[src/rtl/pipeline_pkg.sv]
// pipeline_pkg: definitions shared by the hazard/stall sequencer and the main
// opcode decoder.
//   pipe_state_t  - sequencer states (RUN, MEM_WAIT, TRAP)
//   REG_IDX_W     - architectural register index width
//   OPC_*         - RV32I major opcodes, shared with the main decoder
package pipeline_pkg;

   typedef enum logic [1:0] {
      RUN      = 2'd0,
      MEM_WAIT = 2'd1,
      TRAP     = 2'd2
   } pipe_state_t;

   localparam int REG_IDX_W = 5;

   localparam logic [6:0] OPC_LOAD   = 7'b000_0011;
   localparam logic [6:0] OPC_STORE  = 7'b010_0011;
   localparam logic [6:0] OPC_BRANCH = 7'b110_0011;
   localparam logic [6:0] OPC_JAL    = 7'b110_1111;
   localparam logic [6:0] OPC_JALR   = 7'b110_0111;
   localparam logic [6:0] OPC_OP     = 7'b011_0011;
   localparam logic [6:0] OPC_OP_IMM = 7'b001_0011;
   localparam logic [6:0] OPC_LUI    = 7'b011_0111;
   localparam logic [6:0] OPC_AUIPC  = 7'b001_0111;

endpackage

[src/rtl/pipeline_ctrl_if.sv]
// pipeline_ctrl_if: hazard inputs, memory handshake and pipeline-register
// controls between the datapath and the pipeline_ctrl sequencer.
//   master - the sequencer (drives enables, flushes, dmem_req, mem_timeout)
//   slave  - the datapath / data memory side
// Build option PIPE_PERF_EN adds the CNT_W-wide stall_cnt / flush_cnt signals.
interface pipeline_ctrl_if
`ifdef PIPE_PERF_EN
   #(parameter int CNT_W = 32)
`endif
   ;
   import pipeline_pkg::*;

   logic [REG_IDX_W-1:0] IF_ID_rs1;
   logic [REG_IDX_W-1:0] IF_ID_rs2;
   logic [REG_IDX_W-1:0] ID_EX_rd;
   logic                 ID_EX_MemRead;
   logic                 EX_Redirect;
   logic                 EX_MEM_MemRead;
   logic                 EX_MEM_MemWrite;
   logic                 dmem_ready;

   logic                 dmem_req;
   logic                 PC_Write;
   logic                 IF_ID_Write;
   logic                 IF_ID_Flush;
   logic                 ID_EX_Flush;
   logic                 EX_MEM_Hold;
   logic                 MEM_WB_Bubble;
   logic                 mem_timeout;
`ifdef PIPE_PERF_EN
   logic [CNT_W-1:0]     stall_cnt;
   logic [CNT_W-1:0]     flush_cnt;
`endif

   modport master (
      input  IF_ID_rs1, IF_ID_rs2, ID_EX_rd, ID_EX_MemRead, EX_Redirect,
             EX_MEM_MemRead, EX_MEM_MemWrite, dmem_ready,
`ifdef PIPE_PERF_EN
      output stall_cnt, flush_cnt,
`endif
      output dmem_req, PC_Write, IF_ID_Write, IF_ID_Flush, ID_EX_Flush,
             EX_MEM_Hold, MEM_WB_Bubble, mem_timeout
   );

   modport slave (
      output IF_ID_rs1, IF_ID_rs2, ID_EX_rd, ID_EX_MemRead, EX_Redirect,
             EX_MEM_MemRead, EX_MEM_MemWrite, dmem_ready,
`ifdef PIPE_PERF_EN
      input  stall_cnt, flush_cnt,
`endif
      input  dmem_req, PC_Write, IF_ID_Write, IF_ID_Flush, ID_EX_Flush,
             EX_MEM_Hold, MEM_WB_Bubble, mem_timeout
   );

endinterface

[src/rtl/load_use_detect.sv]
// load_use_detect: purely combinational load-use hazard comparator.
//   id_ex_mem_read - instruction in EX is a load
//   id_ex_rd       - its destination register
//   if_id_rs1/rs2  - source registers of the instruction in ID
//   load_use       - ID needs the load result that is not yet available
module load_use_detect
   import pipeline_pkg::*;
(
   input  logic                 id_ex_mem_read,
   input  logic [REG_IDX_W-1:0] id_ex_rd,
   input  logic [REG_IDX_W-1:0] if_id_rs1,
   input  logic [REG_IDX_W-1:0] if_id_rs2,
   output logic                 load_use
);

   // x0 is hardwired to zero, so a load targeting it never creates a hazard.
   assign load_use = id_ex_mem_read
                   & (id_ex_rd != '0)
                   & ((id_ex_rd == if_id_rs1) | (id_ex_rd == if_id_rs2));

endmodule

[src/rtl/pipeline_ctrl.sv]
// pipeline_ctrl: hazard and stall sequencer for the 5-stage RISC-V pipeline.
// Drives pipeline-register enables/flushes from load-use and EX redirects, and
// runs the data-memory request/ready handshake with a hang timeout.
//   clk   - rising-edge clock
//   reset - asynchronous, active-high; outputs take reset values while high
//   bus   - pipeline_ctrl_if.master (hazard inputs, dmem handshake, controls)
// Parameters: MEM_TIMEOUT (>=1) consecutive stalled cycles before TRAP;
// CNT_W counter width (only with PIPE_PERF_EN).
// Build option PIPE_PERF_EN: saturating stall_cnt / flush_cnt.
//
// state    | meaning
// ---------+---------------------------------------------------------------
// RUN      | normal flow; load-use and redirect rules apply
// MEM_WAIT | memory access outstanding, pipeline frozen until dmem_ready
// TRAP     | memory hung; fully frozen, dmem_req dropped, only reset exits
module pipeline_ctrl
   import pipeline_pkg::*;
#(
   parameter int MEM_TIMEOUT = 16
`ifdef PIPE_PERF_EN
 , parameter int CNT_W       = 32
`endif
)(
   input  logic           clk,
   input  logic           reset,
   pipeline_ctrl_if.master bus
);

   localparam int WAIT_W = $clog2(MEM_TIMEOUT + 1);
   localparam logic [WAIT_W-1:0] LAST_WAIT = WAIT_W'(MEM_TIMEOUT - 1);

   pipe_state_t       state;
   logic [WAIT_W-1:0] wait_cnt;

   logic mem_op;
   logic mem_stall;
   logic load_use;

   logic pc_write;
   logic if_id_write;
   logic if_id_flush;
   logic id_ex_flush;
   logic ex_mem_hold;
   logic mem_wb_bubble;
   logic dmem_req;
   logic mem_timeout;

   assign mem_op    = bus.EX_MEM_MemRead | bus.EX_MEM_MemWrite;
   assign mem_stall = mem_op & ~bus.dmem_ready;

   load_use_detect u_load_use (
      .id_ex_mem_read (bus.ID_EX_MemRead),
      .id_ex_rd       (bus.ID_EX_rd),
      .if_id_rs1      (bus.IF_ID_rs1),
      .if_id_rs2      (bus.IF_ID_rs2),
      .load_use       (load_use)
   );

   // Outputs are combinational so a stall or flush takes effect in the same
   // cycle the condition appears; reset is folded in so it acts without a clock.
   always_comb begin
      pc_write      = 1'b1;
      if_id_write   = 1'b1;
      if_id_flush   = 1'b0;
      id_ex_flush   = 1'b0;
      ex_mem_hold   = 1'b0;
      mem_wb_bubble = 1'b0;
      dmem_req      = mem_op;
      mem_timeout   = 1'b0;
      if (reset) begin
         pc_write      = 1'b0;
         if_id_write   = 1'b0;
         if_id_flush   = 1'b1;
         id_ex_flush   = 1'b1;
         mem_wb_bubble = 1'b1;
         dmem_req      = 1'b0;
      end else if (state == TRAP) begin
         pc_write      = 1'b0;
         if_id_write   = 1'b0;
         ex_mem_hold   = 1'b1;
         mem_wb_bubble = 1'b1;
         dmem_req      = 1'b0;
         mem_timeout   = 1'b1;
      end else if (mem_stall) begin
         // Freeze wins over redirect and load-use; both are re-evaluated once
         // memory releases the pipeline.
         pc_write      = 1'b0;
         if_id_write   = 1'b0;
         ex_mem_hold   = 1'b1;
         mem_wb_bubble = 1'b1;
      end else if (bus.EX_Redirect) begin
         if_id_flush   = 1'b1;
         id_ex_flush   = 1'b1;
      end else if (load_use) begin
         pc_write      = 1'b0;
         if_id_write   = 1'b0;
         id_ex_flush   = 1'b1;
      end
   end

   // wait_cnt holds the number of stalled cycles already completed before the
   // current one, so TRAP starts right after the MEM_TIMEOUT-th stalled cycle.
   always_ff @(posedge clk or posedge reset) begin
      if (reset) begin
         state    <= RUN;
         wait_cnt <= '0;
      end else begin
         case (state)
            RUN: begin
               if (mem_stall) begin
                  state    <= (MEM_TIMEOUT == 1) ? TRAP : MEM_WAIT;
                  wait_cnt <= WAIT_W'(1);
               end
            end
            MEM_WAIT: begin
               if (!mem_stall) begin
                  state    <= RUN;
                  wait_cnt <= '0;
               end else if (wait_cnt == LAST_WAIT) begin
                  state    <= TRAP;
               end else begin
                  wait_cnt <= wait_cnt + WAIT_W'(1);
               end
            end
            TRAP:    state <= TRAP;
            default: state <= RUN;
         endcase
      end
   end

`ifdef PIPE_PERF_EN
   logic [CNT_W-1:0] stall_cnt;
   logic [CNT_W-1:0] flush_cnt;

   // During reset both counters are held at zero, so the outputs seen here
   // are always from non-reset cycles.
   always_ff @(posedge clk or posedge reset) begin
      if (reset) begin
         stall_cnt <= '0;
         flush_cnt <= '0;
      end else begin
         if (!pc_write && stall_cnt != '1)
            stall_cnt <= stall_cnt + CNT_W'(1);
         if (if_id_flush && flush_cnt != '1)
            flush_cnt <= flush_cnt + CNT_W'(1);
      end
   end

   assign bus.stall_cnt = stall_cnt;
   assign bus.flush_cnt = flush_cnt;
`endif

   assign bus.PC_Write      = pc_write;
   assign bus.IF_ID_Write   = if_id_write;
   assign bus.IF_ID_Flush   = if_id_flush;
   assign bus.ID_EX_Flush   = id_ex_flush;
   assign bus.EX_MEM_Hold   = ex_mem_hold;
   assign bus.MEM_WB_Bubble = mem_wb_bubble;
   assign bus.dmem_req      = dmem_req;
   assign bus.mem_timeout   = mem_timeout;

endmodule

[src/flat_wrapper.sv]
// flat-port wrapper written by rule: the top's interface ports become plain ports
module pipeline_ctrl_flat import pipeline_pkg::*;
#(
   parameter int MEM_TIMEOUT = 16

)
  (clk, reset, bus_IF_ID_rs1, bus_IF_ID_rs2, bus_ID_EX_rd, bus_ID_EX_MemRead, bus_EX_Redirect, bus_EX_MEM_MemRead, bus_EX_MEM_MemWrite, bus_dmem_ready, bus_dmem_req, bus_PC_Write, bus_IF_ID_Write, bus_IF_ID_Flush, bus_ID_EX_Flush, bus_EX_MEM_Hold, bus_MEM_WB_Bubble, bus_mem_timeout);
  pipeline_ctrl_if bus_i ();
  input  logic clk;
  input  logic reset;
  input wire logic [$bits(bus_i.IF_ID_rs1)-1:0] bus_IF_ID_rs1;
  input wire logic [$bits(bus_i.IF_ID_rs2)-1:0] bus_IF_ID_rs2;
  input wire logic [$bits(bus_i.ID_EX_rd)-1:0] bus_ID_EX_rd;
  input wire logic [$bits(bus_i.ID_EX_MemRead)-1:0] bus_ID_EX_MemRead;
  input wire logic [$bits(bus_i.EX_Redirect)-1:0] bus_EX_Redirect;
  input wire logic [$bits(bus_i.EX_MEM_MemRead)-1:0] bus_EX_MEM_MemRead;
  input wire logic [$bits(bus_i.EX_MEM_MemWrite)-1:0] bus_EX_MEM_MemWrite;
  input wire logic [$bits(bus_i.dmem_ready)-1:0] bus_dmem_ready;
  output wire logic [$bits(bus_i.dmem_req)-1:0] bus_dmem_req;
  output wire logic [$bits(bus_i.PC_Write)-1:0] bus_PC_Write;
  output wire logic [$bits(bus_i.IF_ID_Write)-1:0] bus_IF_ID_Write;
  output wire logic [$bits(bus_i.IF_ID_Flush)-1:0] bus_IF_ID_Flush;
  output wire logic [$bits(bus_i.ID_EX_Flush)-1:0] bus_ID_EX_Flush;
  output wire logic [$bits(bus_i.EX_MEM_Hold)-1:0] bus_EX_MEM_Hold;
  output wire logic [$bits(bus_i.MEM_WB_Bubble)-1:0] bus_MEM_WB_Bubble;
  output wire logic [$bits(bus_i.mem_timeout)-1:0] bus_mem_timeout;
  assign bus_i.IF_ID_rs1 = bus_IF_ID_rs1;
  assign bus_i.IF_ID_rs2 = bus_IF_ID_rs2;
  assign bus_i.ID_EX_rd = bus_ID_EX_rd;
  assign bus_i.ID_EX_MemRead = bus_ID_EX_MemRead;
  assign bus_i.EX_Redirect = bus_EX_Redirect;
  assign bus_i.EX_MEM_MemRead = bus_EX_MEM_MemRead;
  assign bus_i.EX_MEM_MemWrite = bus_EX_MEM_MemWrite;
  assign bus_i.dmem_ready = bus_dmem_ready;
  assign bus_dmem_req = bus_i.dmem_req;
  assign bus_PC_Write = bus_i.PC_Write;
  assign bus_IF_ID_Write = bus_i.IF_ID_Write;
  assign bus_IF_ID_Flush = bus_i.IF_ID_Flush;
  assign bus_ID_EX_Flush = bus_i.ID_EX_Flush;
  assign bus_EX_MEM_Hold = bus_i.EX_MEM_Hold;
  assign bus_MEM_WB_Bubble = bus_i.MEM_WB_Bubble;
  assign bus_mem_timeout = bus_i.mem_timeout;
  pipeline_ctrl #(.MEM_TIMEOUT(MEM_TIMEOUT)) u_core (.clk(clk), .reset(reset), .bus(bus_i));
endmodule
[config.mk]
export PLATFORM = sky130hd
export DESIGN_NAME = pipeline_ctrl_flat
export DESIGN_NICKNAME = d
export VERILOG_FILES = /design/src/rtl/pipeline_pkg.sv /design/src/rtl/pipeline_ctrl_if.sv /design/src/rtl/load_use_detect.sv /design/src/rtl/pipeline_ctrl.sv /design/src/flat_wrapper.sv
export SDC_FILE = /design/constraint.sdc
export NUM_CORES = 1
export LEC_CHECK = 0
export BUFFER_PORTS_ARGS = -buffer_cell sky130_fd_sc_hd__buf_2
export CORE_MARGIN = 4
export CORE_UTILIZATION = 30
export CTS_CLUSTER_DIAMETER = 50
export DETAILED_ROUTE_END_ITERATION = 8
export PLACE_DENSITY_LB_ADDON = 0.12
export SLEW_MARGIN = 20
export SYNTH_ARGS = -nofsm -noshare
export SYNTH_HDL_FRONTEND = slang
export SYNTH_HIERARCHICAL = 1
export SYNTH_SLANG_ARGS = --single-unit
[constraint.sdc]
create_clock -name clk -period 2.42 [get_ports clk]
set_input_delay 0.121 -clock clk [delete_from_list [all_inputs] [get_ports clk]]
set_output_delay 0.121 -clock clk [all_outputs]
set_load 0.02 [all_outputs]
==> flow_metrics.env <==
export IMPL_critical_path_class="reg -> reg"
export IMPL_drtIter0Drc=9
export IMPL_synth_area_top_cells="dfrtp_1, xor2_1, o2bb2ai_1, xnor2_1, o21ai_0"
export IMPL_synth_distinct_cells=29
export IMPL_hold_viol=0
export IMPL_p_int_mw=0.228
export IMPL_max_stage_delay_ns=0.43
export IMPL_setup_tns_ns=0
export IMPL_antenna_left=0
export IMPL_syn_inst=72
export IMPL_synth_nets=96
export IMPL_nets=128
export IMPL_skew_ns=0.0139
export IMPL_ys_warn_count=6
export IMPL_dieArea_um2=2810
export IMPL_ctsLongestPathBuffers=2
export IMPL_critPathCaptureType="flip-flop"
export IMPL_max_freq_mhz=577
export IMPL_cts_sink_count=7
export IMPL_rows=16
export IMPL_coreArea_um2=1940
export IMPL_grt_max_degree=11
export IMPL_place_congestion=0.705
export IMPL_antenna_cells=0
export IMPL_synth_area_leader_cell="dfrtp_1"
export IMPL_syn_cell_area_um2=607
export IMPL_drive_gt1_share_pct=35.9
export IMPL_io_pins=30
export IMPL_area_delta_synth_final_pct=31.8
export IMPL_worstSetupStartpointType="flip-flop"
export IMPL_first_pass_iters=4
export IMPL_fin_crit_sh_pct=71.7
export IMPL_power_density_nw_per_um2=415
export IMPL_totalWireLength_um=1390
export IMPL_initial_core_util_pct=31.3
export IMPL_seqPwrFrac_pct=39.4
export IMPL_required_ns=2.55
export IMPL_slew_headroom_pct=77.9
export IMPL_postCtsSetupRepairBufs=0
export IMPL_synth_seq_cells=7
export IMPL_overflow=0
export IMPL_setup_viol=0
export IMPL_hold_slack_ns=0.211
export IMPL_port_buffers=29
export IMPL_yosysSeqAreaShare_pct=28.9
export IMPL_crit_fanout=10
export IMPL_vias=588
export IMPL_worstMarginPinSlew_ns=0.331
export IMPL_ys_top_cells_by_count="dfrtp_1, nor2_1, o21ai_0, xor2_1"
export IMPL_synth_ff_type="dfrtp_1"
export IMPL_clkTransAtPathRegs_ns=0.06
export IMPL_power_share_clock_pct=32.4
export IMPL_fin_area_um2=800
export IMPL_gr_usage_all_layers_pct=11.5
export IMPL_worstPathArrival_ns=1.86
export IMPL_fp_dieW_um=53.0
export IMPL_hold_class="in -> reg"
export IMPL_drc_errors=0
export IMPL_rsz0062_at_grt="no"
export IMPL_status="completed"
export IMPL_worst_path_most_repeated_cell="ha_1"
export IMPL_syn_area_per_cell_um2=8.43
export IMPL_wire_per_inst_um=10.7
export IMPL_die_height_um=53.0
export IMPL_viasPerCell=4.52
export IMPL_cts_tree="done"
export IMPL_place_area_um2=762
export IMPL_switching_share_pct=31.4
export IMPL_peakVddDrop_v=0.000169
export IMPL_slowest_stage="dfrtp_1"
export IMPL_cts_root_buf="clkbuf_4"
export IMPL_synthArstFlopShare_pct=100
export IMPL_finalMaxSlewViolations=0
export IMPL_numCtsBuffers=3
export IMPL_leakagePower_nw=0.385
export IMPL_combPwrFrac_pct=28.1
export IMPL_maxCapViolCount=0
export IMPL_grt_pass1_vias=574
export IMPL_clock_latency_ns=0.26
export IMPL_antenna_found_initial=0
export IMPL_h_tree_depth=1
export IMPL_power_switching_mw=0.104
export IMPL_grt_pass1_wl_um=2400
export IMPL_synth_edf_count=0
export IMPL_path_cells="ha_1 > and3_1 > ha_1 > nand4b_1 > mux2i_1 > o2bb2ai_1"
export IMPL_post_route_min_period_ns=1.73
export IMPL_synthDominantCellAreaShare_pct=28.9
export IMPL_dp_hpwl_um=1130
==> metrics by stage <==
| stage | cells | setup slack (ns) | total power [mW] | util, % |
|---|---|---|---|---|
| finish | 130 | 0.686 | 0.332 | 41.2 |
| global route | 130 | 0.596 | 0.353 | 41.2 |
| CTS | 130 | 0.710 | 0.336 | 41.2 |
| detailed placement | 125 | 0.737 | 0.225 | 39.2 |
| global placement | 125 | 0.770 | 0.224 | 39.2 |
| floorplan | 72 | 0.613 | 0.187 | - |
==> routing by layer <==
metal / track usage, % / up-vias / routed length (um)
met5: 0 / - / 0
met4: 6.38 / 0 / 0
met1: 15.2 / 255 / 648
li1: - / 315 / -
met2: 17.8 / 18 / 665
met3: 1.69 / 0 / 74
==> power groups by stage <==
| stage | sequential, mW | combinational [mW] | clock [mW] |
|---|---|---|---|
| floorplan | 0.131 | 0.0561 | 0 |
| global placement | 0.132 | 0.0917 | 0 |
| detailed placement | 0.132 | 0.0931 | 0 |
| CTS | 0.130 | 0.0947 | 0.111 |
| global route | 0.132 | 0.106 | 0.115 |
| finish | 0.131 | 0.0932 | 0.108 |
==> registers in the layout (all words and copies together) (netlist names) <==
register,cells
u_core/state,2
u_core/wait_cnt,5
==> worst paths after layout <==
| check | cells after the start | end | startpoint | slack [ns] |
|---|---|---|---|---|
| setup / recovery | 6 | u_core/wait_cnt[3] | u_core/wait_cnt[0] | 0.69 |
| hold / removal | 3 | u_core/state[0] | bus_dmem_ready | 0.21 |
| setup reg to reg | 6 | u_core/wait_cnt[3] | u_core/wait_cnt[0] | 0.69 |
| hold reg to reg | 1 | u_core/wait_cnt[4] | u_core/wait_cnt[4] | 0.51 |
| max in group asynchronous | 3 | u_core/wait_cnt[3] | reset | 1.76 |
| min in group asynchronous | 3 | u_core/wait_cnt[0] | reset | 0.40 |
==> cell type report <==
type                            instances  area, um2
Clock inverter                          1       5.00
Tap cell                               27       33.8
Clock buffer                            3       22.5
Multi-Input combinational cell         58        393
Sequential cell                         7        175
Fill cell                             202       1140
Timing Repair Buffer                   30        155
Inverter                                4       15.0
==> critical path, delay by kind of cell, from the launching register on <==
family                     cells  cell delay, ns
adders and majority gates      2            0.52
and+or+nand+nor                2            0.41
AOI/OAI and AO/OA              1            0.08
DFF                            1            0.43
muxes                          1            0.16
==> cell families after synthesis <==
kind of cell / Yosys count / synth area share, %
simple gates: 23 / 19.0
fa+ha+maj: 2 / 4.12
compound gates: 21 / 23.9
mux: 2 / 3.30
buf+inv: 7 / 6.39
xor+xnor: 10 / 14.4
flops: 7 / 28.9
==> cell usage in the layout, fill, tap and decap left out <==
cell type | synthesis | final
buf_2 | 1 | 29
nor2_1 | 7 | 7
dfrtp_1 | 7 | 7
o21ai_0 | 6 | 6
xor2_1 | 6 | 6
inv_1 | 4 | 4
nand2_1 | 4 | 4
o2bb2ai_1 | 4 | 4
nor3_1 | 4 | 4
xnor2_1 | 4 | 4
clkbuf_4 | 0 | 3
a22oi_1 | 2 | 2
nor2b_1 | 2 | 2
mux2i_1 | 2 | 2
a21oi_1 | 2 | 2
ha_1 | 2 | 2
nand3_1 | 2 | 2
clkinv_2 | 0 | 1
dlygate4sd3_1 | 0 | 1
o21bai_1 | 1 | 1
o21ba_2 | 1 | 1
o21ai_2 | 1 | 1
nand2b_2 | 1 | 1
and3_1 | 1 | 1
a21oi_2 | 1 | 1
a21o_1 | 1 | 1
nand4b_1 | 1 | 1
a211oi_1 | 1 | 1
or4_1 | 1 | 1
o21ai_1 | 1 | 1
==> repair_timing <==
| item | 4_1_cts | 5_1_grt |
|---|---|---|
| hold buffers | 1 | 0 |
| resized for setup | 0 | 0 |
| endpoints found under the hold margin | 7 | 0 |
Power figures use the tool's default switching activity.
